File: src/rtl/mem_pkg.sv
// rtl/mem_pkg.sv - shared data-memory request type and port identifiers
package mem_pkg;

  localparam int DATA_MEM_WIDTH = 5;

  typedef struct packed {
    logic                      we;
    logic [DATA_MEM_WIDTH-1:0] addr;
    logic [31:0]               wdata;
  } mem_req_t;

  localparam logic PORT_A = 1'b0;
  localparam logic PORT_B = 1'b1;

endpackage

File: src/rtl/rr_pick2.sv
// rtl/rr_pick2.sv - two-input round-robin picker with one-hot grant
module rr_pick2 (
  input  logic [1:0] req_i,
  input  logic       last_i,
  output logic [1:0] gnt_o
);

  // On a tie, last_i=1 means port 1 won most recently, so port 0 goes next.
  always_comb begin
    gnt_o = req_i;
    if (&req_i) begin
      gnt_o = last_i ? 2'b01 : 2'b10;
    end
  end

endmodule

File: src/rtl/data_mem_arbiter.sv
// rtl/data_mem_arbiter.sv - shares the single-port data memory between CPU (A) and loader (B)
module data_mem_arbiter #(
  parameter int DATA_MEM_WIDTH = 5
) (
  input  logic                      CLK,
  input  logic                      RST,
  input  logic                      A_REQ,
  input  logic                      A_WE,
  input  logic [DATA_MEM_WIDTH-1:0] A_ADDR,
  input  logic [31:0]               A_WDATA,
  output logic                      A_GNT,
  output logic                      A_RVALID,
  output logic [31:0]               A_RDATA,
  input  logic                      B_REQ,
  input  logic                      B_WE,
  input  logic [DATA_MEM_WIDTH-1:0] B_ADDR,
  input  logic [31:0]               B_WDATA,
  output logic                      B_GNT,
  output logic                      B_RVALID,
  output logic [31:0]               B_RDATA,
  output logic [DATA_MEM_WIDTH-1:0] MEM_ADDR,
  output logic [31:0]               MEM_DIN,
  output logic                      MEM_WE,
  input  logic [31:0]               MEM_DOUT
);

  import mem_pkg::*;

  mem_req_t   a_req, b_req, sel_req;
  logic [1:0] req;
  logic [1:0] gnt_raw;
  logic [1:0] gnt;
  logic       last_b_q, last_b_d;
  logic       a_rvalid_q, a_rvalid_d;
  logic       b_rvalid_q, b_rvalid_d;

  assign req = {B_REQ, A_REQ};

  rr_pick2 u_pick (
    .req_i  (req),
    .last_i (last_b_q),
    .gnt_o  (gnt_raw)
  );

  assign gnt   = RST ? 2'b00 : gnt_raw;
  assign A_GNT = gnt[PORT_A];
  assign B_GNT = gnt[PORT_B];

  // The request struct is sized by the package default address width.
  assign a_req = '{we: A_WE, addr: A_ADDR, wdata: A_WDATA};
  assign b_req = '{we: B_WE, addr: B_ADDR, wdata: B_WDATA};

  // With no grant the mux rests on port A, keeping MEM_ADDR on A_ADDR.
  assign sel_req  = gnt[PORT_B] ? b_req : a_req;
  assign MEM_ADDR = sel_req.addr;
  assign MEM_DIN  = sel_req.wdata;
  assign MEM_WE   = (|gnt) & sel_req.we;

  always_comb begin
    last_b_d   = last_b_q;
    a_rvalid_d = gnt[PORT_A] & ~A_WE;
    b_rvalid_d = gnt[PORT_B] & ~B_WE;
    if (|gnt) begin
      last_b_d = gnt[PORT_B];
    end
  end

  always_ff @(posedge CLK) begin
    if (RST) begin
      last_b_q   <= 1'b1;
      a_rvalid_q <= 1'b0;
      b_rvalid_q <= 1'b0;
    end else begin
      last_b_q   <= last_b_d;
      a_rvalid_q <= a_rvalid_d;
      b_rvalid_q <= b_rvalid_d;
    end
  end

  // A read granted just before reset must not report data during reset.
  assign A_RVALID = a_rvalid_q & ~RST;
  assign B_RVALID = b_rvalid_q & ~RST;
  assign A_RDATA  = MEM_DOUT;
  assign B_RDATA  = MEM_DOUT;

endmodule

File: config.mk
export PLATFORM = sky130hd
export DESIGN_NAME = data_mem_arbiter
export DESIGN_NICKNAME = d
export VERILOG_FILES = /design/src/rtl/mem_pkg.sv /design/src/rtl/rr_pick2.sv /design/src/rtl/data_mem_arbiter.sv
export SDC_FILE = /design/constraint.sdc
export NUM_CORES = 1
export LEC_CHECK = 0
export ABC_CLOCK_PERIOD_IN_PS = 1500
export BUFFER_PORTS_ARGS = -buffer_cell sky130_fd_sc_hd__clkbuf_2
export CORE_AREA = 5 5 80 82
export DETAILED_ROUTE_END_ITERATION = 10
export DIE_AREA = 0 0 85 87
export GPL_ROUTABILITY_DRIVEN = 0
export MAX_ROUTING_LAYER = met4
export PLACE_DENSITY = 0.68
export SYNTH_ARGS = -nofsm -noshare
export SYNTH_HDL_FRONTEND = slang
export SYNTH_SLANG_ARGS = --single-unit
File: constraint.sdc
create_clock -name CLK -period 1.5 [get_ports CLK]
set_input_delay 0.3 -clock CLK [delete_from_list [all_inputs] [get_ports CLK]]
set_output_delay 0.3 -clock CLK [all_outputs]
set_load 0.05 [all_outputs]
==> flow_metrics.tcl, run 1 <==
set metrics [dict create \
    relSlewSlack 0.803 \
    ant_nets 0 \
    setup_viol 38 \
    grt_pass1_vias 1270 \
    hold_path_class "in2reg" \
    slew_violations 0 \
    antenna_found_initial 0 \
    globalRouteOverflowTotal 0 \
    yosysUniqueCellTypes 16 \
    rsz0062_at_grt "true" \
    max_freq_mhz 542 \
    vdd.ir_drop.worst_v 0.000484 \
    clk_latency_ns 0.22 \
    cp_max_fo 22 \
    postCtsSetupRepairBufs 0 \
    crit_path_start_kind "flip-flop" \
    syn_inst 122 \
    dpl.hpwl_mm 3.35 \
    cts_tree "built" \
    worst_slack_ns -0.346 \
    ioPinCount 218 \
    drc_errors 0 \
    power_density_nw_per_um2 639 \
    grt_pass1_wl_mm 6.16 \
    place_inst 256 \
    fin_skew_ns 0.00206 \
    cts_hold_buf 0 \
    numPortBuffers 121 \
    clkTransAtPathRegs_ns 0.03 \
    dpl_cell_area_sq_um 1400 \
    grt_max_degree 23 \
    final_core_util 0.335 \
    status "complete, but fails checks" \
    h-tree-depth 1 \
    p_leak_nw 1.00 \
    syn_area_sq_um 1110 \
    synth.avg_cell_area_sq_um 9.12 \
    drive_gt1_frac 0.951 \
    globalRouteTotalUtil 0.109 \
    cts_made_buffers 3 \
    detail_route.iter0.violations 3 \
    worst_ep_arrival_time_ns 1.55 \
    worstPathRequired_ns 1.20 \
    clockRootBuffer "clkbuf_8" \
    die_h_um 87 \
    wl_per_cell_um 16.6 \
    fillers 592 \
    finalInstanceArea_sq_um 1900 \
    fin_crit_sh 1.23 \
    initial_core_util 0.196 \
    yosys_warnings 0 \
    ys_ff_latch 3 \
    chipWidth_um 85 \
    die-area_sq_um 7400 \
    finalNetCount 298 \
    syn_to_final_growth_pct 70.9 \
    drt_wl_total_mm 4.32 \
    stdcell_count 260 \
    ys_seq_area_frac 0.0540 \
    drv_cap 0 \
    worstMarginPinSlew_ns 0.297 \
    power.total_mw 1.21 \
    min_period_ns 1.85 \
    setup_tns_ns -11.19 \
    dr_total_vias 1043 \
    drt_first_pass_iters 2 \
    cts_sinks 3 \
    hold_violations 0 \
    n_antenna_cell 0 \
    violations "negative setup slack" \
    path_class "reg2out" \
    synth.net_count 234 \
    rows 28 \
    core-area_sq_um 5680 \
    worstSetupEndpointType "output pin" \
    viasPerCell 4.01 \
    clock_path_buffers 2 \
]
synth_stat cells:
cell type  number  area, sq um
nand2_1         1         3.75
nand2b_1        1         6.26
inv_1           1         3.75
dfxtp_1         3         60.1
buf_4          64          480
and3b_4         1         12.5
a21oi_1         2         10.0
buf_6           2         22.5
and3b_1         1         8.76
nand3_1         2         10.0
buf_2           2         10.0
o21ai_0         1         5.00
mux2_4         10          150
nor2b_1         3         18.8
and2_1          1         6.26
mux2_2         27          304
power by group:
part / leakage, nW / internal (mW) / switching [mW]
logic: 0.953 / 0.422 / 0.468
registers: 0.0245 / 0.0850 / 0.00168
clock network: 0.0228 / 0.181 / 0.0555
per-stage QoR:
| step | worst slack [ns] | hold slack, ns |
|---|---|---|
| 2_1_floorplan | -0.0694 | 0.372 |
| 3_3_place_gp | -0.299 | 0.488 |
| 3_5_place_dp | -0.306 | 0.485 |
| 4_1_cts | -0.366 | 0.257 |
| 5_1_grt | -0.406 | 0.270 |
| 6_report | -0.346 | 0.266 |
cell type report:
cell class	count	area [sq um]	area share
clock buffer	4	45.0	0.0237
inverter	1	3.75	0.00197
multi-input combinational	50	636	0.334
sequential	3	61.3	0.0323
tap	75	93.8	0.0494
timing repair buffer	127	1060	0.558
final timing paths:
path	slack [ns]	cells after the start	startpoint	endpoint
min reg2reg	0.65	3	last_b_q	last_b_q
max	-0.35	5	last_b_q	MEM_DIN[4]
min	0.27	2	B_WE	b_rvalid_q
max reg2reg	0.51	4	last_b_q	b_rvalid_q
registers in the layout, summed over array words and instances (netlist names):
| signal | flops |
|---|---|
| a_rvalid_q | 1 |
| b_rvalid_q | 1 |
| last_b_q | 1 |
cells in the final DEF (no fill, tap or decap), drive strengths merged:
master  synthesis  routed
inv             1       1
nor2b           3       3
and2            1       1
nand2b          1       1
o21ai           1       1
buf            68      39
mux2           37      37
and3b           2       2
dfxtp           3       3
clkbuf          0      92
nand2           1       1
a21oi           2       2
nand3           2       2
per-layer routing:
layer  GRT usage  routed length [um]  up-vias
li1            -                   -      469
met1      0.0889                1180      431
met2       0.212                2370      122
met3      0.0473                 645       21
met4      0.0417                 119        0
met5           -                   0        -
critical path: stages, from the launching register on:
cell      delay [ns]
dfxtp_2         0.31
nand2_2         0.05
and3b_4         0.23
buf_12          0.19
mux2_2          0.36
clkbuf_8        0.18
repair_timing:
item,CTS,global route
endpoints found under the hold margin,0,0
resized for setup,83,47
setup endpoints to repair,40,40
pin swaps,0,3
cells by family (layout without fill, tap and decap cells):
| family | count (synthesis) | count (layout) | share of synthesized area |
|---|---|---|---|
| muxes | 37 | 37 | 0.408 |
| buffers and inverters | 69 | 132 | 0.465 |
| AOI/OAI and AO/OA | 3 | 3 | 0.0135 |
| DFF | 3 | 3 | 0.0540 |
| and+or+nand+nor | 10 | 10 | 0.0596 |
Power figures use the tool's default switching activity.
==> run 2, diff against run 1 <==
==> constraint.sdc (replaced) <==
create_clock -name CLK -period 1.5 [get_ports CLK]
set_input_delay 0.3 -clock CLK [delete_from_list [all_inputs] [get_ports CLK]]
set_output_delay 0.3 -clock CLK [all_outputs]
set_load 0.02 [all_outputs]
==> run 2 against run 1 <==
The flow still finishes with violations (negative setup slack). Non-clock buffer count is 5 higher. Power decreased by 26%. Sequential power about the same. Fmax shrank 1.4%. Via count decreased by 0.38%. First-iteration DRC count increased to 2.7 times the previous value. Sequential share of layout area grew 0.42 points. Clock skew down 0.0018 ns.
==> flow_metrics.tcl, run 2 (synthesis gave the netlist of run 1 again) <==
set metrics [dict create \
    ioPinCount 218 \
    grt_max_degree 18 \
    initial_core_util 0.196 \
    wl_met2_mm 2.08 \
    crit_path_start_kind "flip-flop" \
    antenna_found_initial 0 \
    violations "negative setup slack" \
    grt_pass1_vias 1141 \
    relSlewSlack 0.881 \
    rsz0062_at_grt "true" \
    rows 28 \
    chipWidth_um 85 \
    clkTransAtPathRegs_ns 0.03 \
    dpl.hpwl_mm 3.27 \
    worstSetupEndpointType "output pin" \
    p_leak_nw 0.921 \
    wl_per_cell_um 15.2 \
    worst_ep_arrival_time_ns 1.57 \
    clk_latency_ns 0.22 \
    die-area_sq_um 7400 \
    cts_hold_buf 0 \
    fin_skew_ns 0.000226 \
    final_cell_mix "87 x clkbuf_2, 23 x mux2_4, 19 x buf_6" \
    worstMarginPinSlew_ns 0.179 \
    power_density_nw_per_um2 534 \
    worstPathRequired_ns 1.20 \
    cts_made_buffers 3 \
    cts_tree "built" \
    drt_wl_total_mm 4.03 \
    slew_violations 0 \
    clockRootBuffer "clkbuf_8" \
    clock_path_buffers 2 \
    min_period_ns 1.87 \
    dr_total_vias 1039 \
    dp_slack_ns -0.280 \
    core-area_sq_um 5680 \
    drive_gt1_frac 0.937 \
    drv_cap 0 \
    hold_violations 0 \
    top_regs "a_rvalid_q x1, b_rvalid_q x1, last_b_q x1" \
    die_h_um 87 \
    fin_crit_sh 1.25 \
    cts_sinks 3 \
    path_class "reg2out" \
    drt_first_pass_iters 3 \
    power.total_uw 899 \
    numPortBuffers 121 \
    n_antenna_cell 0 \
    grt_pass1_wl_mm 5.41 \
    globalRouteOverflowTotal 0 \
    status "complete, but fails checks" \
    setup_viol 38 \
    h-tree-depth 1 \
    route.met3.wl_um 530 \
    globalRouteTotalUtil 0.0968 \
    max_freq_mhz 534 \
    top_layer "met4" \
    syn_to_final_growth_pct 51.3 \
    viasPerCell 3.92 \
    cp_max_fo 9 \
    vdd.ir_drop.worst_v 0.000278 \
    final_common_cell "clkbuf_2" \
    finalNetCount 303 \
    hold_path_class "in2reg" \
    detail_route.iter0.violations 8 \
    worst_slack_ns -0.372 \
    drc_errors 0 \
    ant_nets 0 \
    met1Wirelength_mm 1.22 \
]
-- run 2: cell types whose count changed in the layout (fill, tap and decap cells not counted), moves of 4 or more --
cell	change
clkbuf_2	+6
buf_2	+12
buf_6	+19
clkbuf_8	-6
mux2_4	-5
buf_8	-31
buf_4	+4
mux2_2	+5
-- run 2: path summary, 6_finish.rpt --
kind | depth (start not counted) | endpoint | slack (ns) | startpoint
worst max register to register | 5 | b_rvalid_q | 0.40 | last_b_q
worst min-delay path | 2 | b_rvalid_q | 0.30 | B_WE
worst max-delay path | 5 | MEM_DIN[5] | -0.37 | last_b_q
worst min register to register | 3 | last_b_q | 0.65 | last_b_q
-- run 2: worst max-delay path, cell delays in order (launching register included) --
cell and delay, ns:
dfxtp_2 0.31, nand2_2 0.05, and3b_4 0.30, buf_12 0.17, mux2_2 0.35, buf_2 0.17
-- run 2: report_power, final --
group          internal, mW  total [mW]  leakage, nW  switching [mW]
logic                 0.324       0.573        0.874           0.249
registers            0.0850      0.0869       0.0245         0.00190
clock network         0.182       0.239       0.0228          0.0570
-- run 2: routing by layer --
metal,GRT usage,vias to the layer above
met5,-,-
met4,0.0547,0
met3,0.0350,27
met2,0.172,100
met1,0.0900,433
li1,-,479
-- run 2: per-stage QoR --
stage / hold slack, ns / setup TNS (ns) / util / cell area, sq um / instances
floorplan: 0.372 / -0.0848 / - / 1120 / 122
global placement: 0.489 / -7.18 / 0.240 / 1360 / 257
detailed placement: 0.497 / -8.16 / 0.240 / 1360 / 257
CTS: 0.267 / -13.21 / 0.264 / 1500 / 267
global route: 0.307 / -14.19 / 0.297 / 1680 / 265
finish: 0.298 / -12.14 / 0.297 / 1680 / 265
-- run 2: layout make-up --
class                   count  area (sq um)
fillers                   601          3990
repair buffers            132           880
multi-input cells          50           599
well taps                  75          93.8
flip-flops and latches      3          61.3
clock buffers               4          45.0
inverters                   1          3.75
-- run 2: timing repair --
item | 4_1_cts | 5_1_grt
gates cloned | 1 | 1
endpoints found under the setup margin | 38 | 40
setup buffers | 5 | 1
resized for setup | 8 | 88
pin swaps | 1 | 1
==> run 3, diff against run 2 <==
--- a/config.mk
+++ b/config.mk
@@ -5,7 +5,7 @@
 export SDC_FILE = /design/constraint.sdc
 export NUM_CORES = 1
 export LEC_CHECK = 0
-export ABC_CLOCK_PERIOD_IN_PS = 1500
+export ABC_CLOCK_PERIOD_IN_PS = 1660
 export BUFFER_PORTS_ARGS = -buffer_cell sky130_fd_sc_hd__clkbuf_2
 export CORE_AREA = 5 5 80 82
 export DETAILED_ROUTE_END_ITERATION = 10
==> constraint.sdc (replaced) <==
create_clock -name CLK -period 1.66 [get_ports CLK]
set_input_delay 0.332 -clock CLK [delete_from_list [all_inputs] [get_ports CLK]]
set_output_delay 0.332 -clock CLK [all_outputs]
set_load 0.02 [all_outputs]
==> run 3 against run 2 <==
The run still ends with negative setup slack left. Sequential share of layout area increased by 0.54 points. Non-clock buffer count decreased by 6. Clock power down 11%. Sequential power shrank 8.7%. Final area fell by 13%. Via count down 3.4%. Power shrank 19%.
==> flow_metrics.tcl, run 3 (synthesis gave the netlist of run 1 again) <==
set metrics [dict create \
    status "complete, but fails checks" \
    violations "negative setup slack" \
    ioPinCount 218 \
    rsz0062_at_grt "true" \
    max_freq_mhz 533 \
    h-tree-depth 1 \
    regArea_sq_um 61.3 \
    cts_tree "built" \
    multiInputGateArea_sq_um 546 \
    globalRouteTotalUtil 0.0845 \
    vdd.ir_drop.worst_v 0.000216 \
    hold_violations 0 \
    dpl.hpwl_mm 3.13 \
    slew_violations 0 \
    finalNetCount 297 \
    min_period_ns 1.88 \
    setup_tns_ns -6.61 \
    relSlewSlack 0.879 \
    die_h_um 87 \
    drt_first_pass_iters 3 \
    crit_path_start_kind "flip-flop" \
    crit_chain "nand2_2 > and3b_4 > buf_12 > mux2_2 > buf_4" \
    power.total_uw 725 \
    fin_crit_sh 1.13 \
    cts_sinks 3 \
    crit_buf_inv 2 \
    clkTransAtPathRegs_ns 0.03 \
    worst_slack_ns -0.217 \
    cp_max_fo 26 \
    initial_core_util 0.196 \
    top_regs "a_rvalid_q x1, b_rvalid_q x1, last_b_q x1" \
    rows 28 \
    worst_ep_arrival_time_ns 1.55 \
    detail_route.iter0.violations 16 \
    grt_max_degree 27 \
    worstMarginPinSlew_ns 0.181 \
    antenna_found_initial 0 \
    setup_viol 37 \
    wl_per_cell_um 13.3 \
    syn_to_final_growth_pct 31.6 \
    clk_latency_ns 0.21 \
    drt_wl_total_mm 3.45 \
    viasPerCell 3.88 \
    fin_skew_ns 0.000802 \
    worstPathRequired_ns 1.33 \
    grt_pass1_wl_mm 4.92 \
    final_common_cell "clkbuf_2" \
    worstSetupEndpointType "output pin" \
    core-area_sq_um 5680 \
    chipWidth_um 85 \
    power_density_nw_per_um2 495 \
    drv_cap 0 \
    numPortBuffers 121 \
    hold_path_class "in2reg" \
    critPathMaxStageDelay_ns 0.36 \
    clockRootBuffer "clkbuf_8" \
    dr_total_vias 1004 \
    drive_gt1_frac 0.918 \
    die-area_sq_um 7400 \
    final_cell_mix "95 x clkbuf_2, 25 x mux2_2, 15 x buf_2" \
    drc_errors 0 \
    critPathTopFamily "multiplexers" \
    globalRouteOverflowTotal 0 \
    grt_pass1_vias 1108 \
    fillers 628 \
    ant_nets 0 \
    p_leak_nw 0.812 \
    cts_made_buffers 3 \
    path_class "reg2out" \
    clock_path_buffers 2 \
    cpMaxStageDelayCell "mux2_2" \
    n_antenna_cell 0 \
]
run 3: cell count changes in the layout (fill, tap and decap cells not counted), sizes merged:
cell and delta:
buf -12, clkbuf +6
run 3: repair_timing:
| action | CTS | global route |
|---|---|---|
| setup buffers | 0 | 0 |
| hold endpoints to repair | 0 | 0 |
| pin swaps | 0 | 0 |
| resized for setup | 5 | 40 |
| endpoints found under the setup margin | 37 | 37 |
| hold buffers | 0 | 0 |
run 3: metrics by stage:
step	utilization	cell area (sq um)	hold WS (ns)	std cells	setup WS, ns
after floorplan	-	1110	0.404	122	0.0438
after global placement	0.240	1360	0.495	255	-0.118
after detailed placement	0.240	1360	0.499	255	-0.130
after CTS	0.251	1420	0.294	259	-0.226
after global routing	0.258	1460	0.305	259	-0.264
final	0.258	1460	0.303	259	-0.217
run 3: metal layers:
| layer | track usage | vias up | wire length (um) |
|---|---|---|---|
| met3 | 0.0322 | 19 | 497 |
| met2 | 0.142 | 103 | 1630 |
| met5 | - | - | 0 |
| met4 | 0.0590 | 0 | 127 |
| li1 | - | 465 | - |
| met1 | 0.0799 | 417 | 1190 |
run 3: final cells by class:
cell class                      instances  share of cell area
Multi-Input combinational cell         50               0.373
Timing Repair Buffer                  126               0.488
Sequential cell                         3              0.0419
Inverter                                1             0.00256
Tap cell                               75              0.0641
Clock buffer                            4              0.0308
run 3: where the power goes:
part	leakage, nW	internal (mW)	switching [mW]
registers	0.0245	0.0769	0.00238
clock network	0.0228	0.164	0.0479
logic	0.765	0.231	0.203
run 3: final timing paths:
path	startpoint	endpoint	slack, ns	cells after the start
worst min-delay path	B_WE	b_rvalid_q	0.30	2
worst min register to register	last_b_q	last_b_q	0.50	2
worst max register to register	last_b_q	b_rvalid_q	0.66	4
worst max-delay path	last_b_q	MEM_DIN[9]	-0.22	5
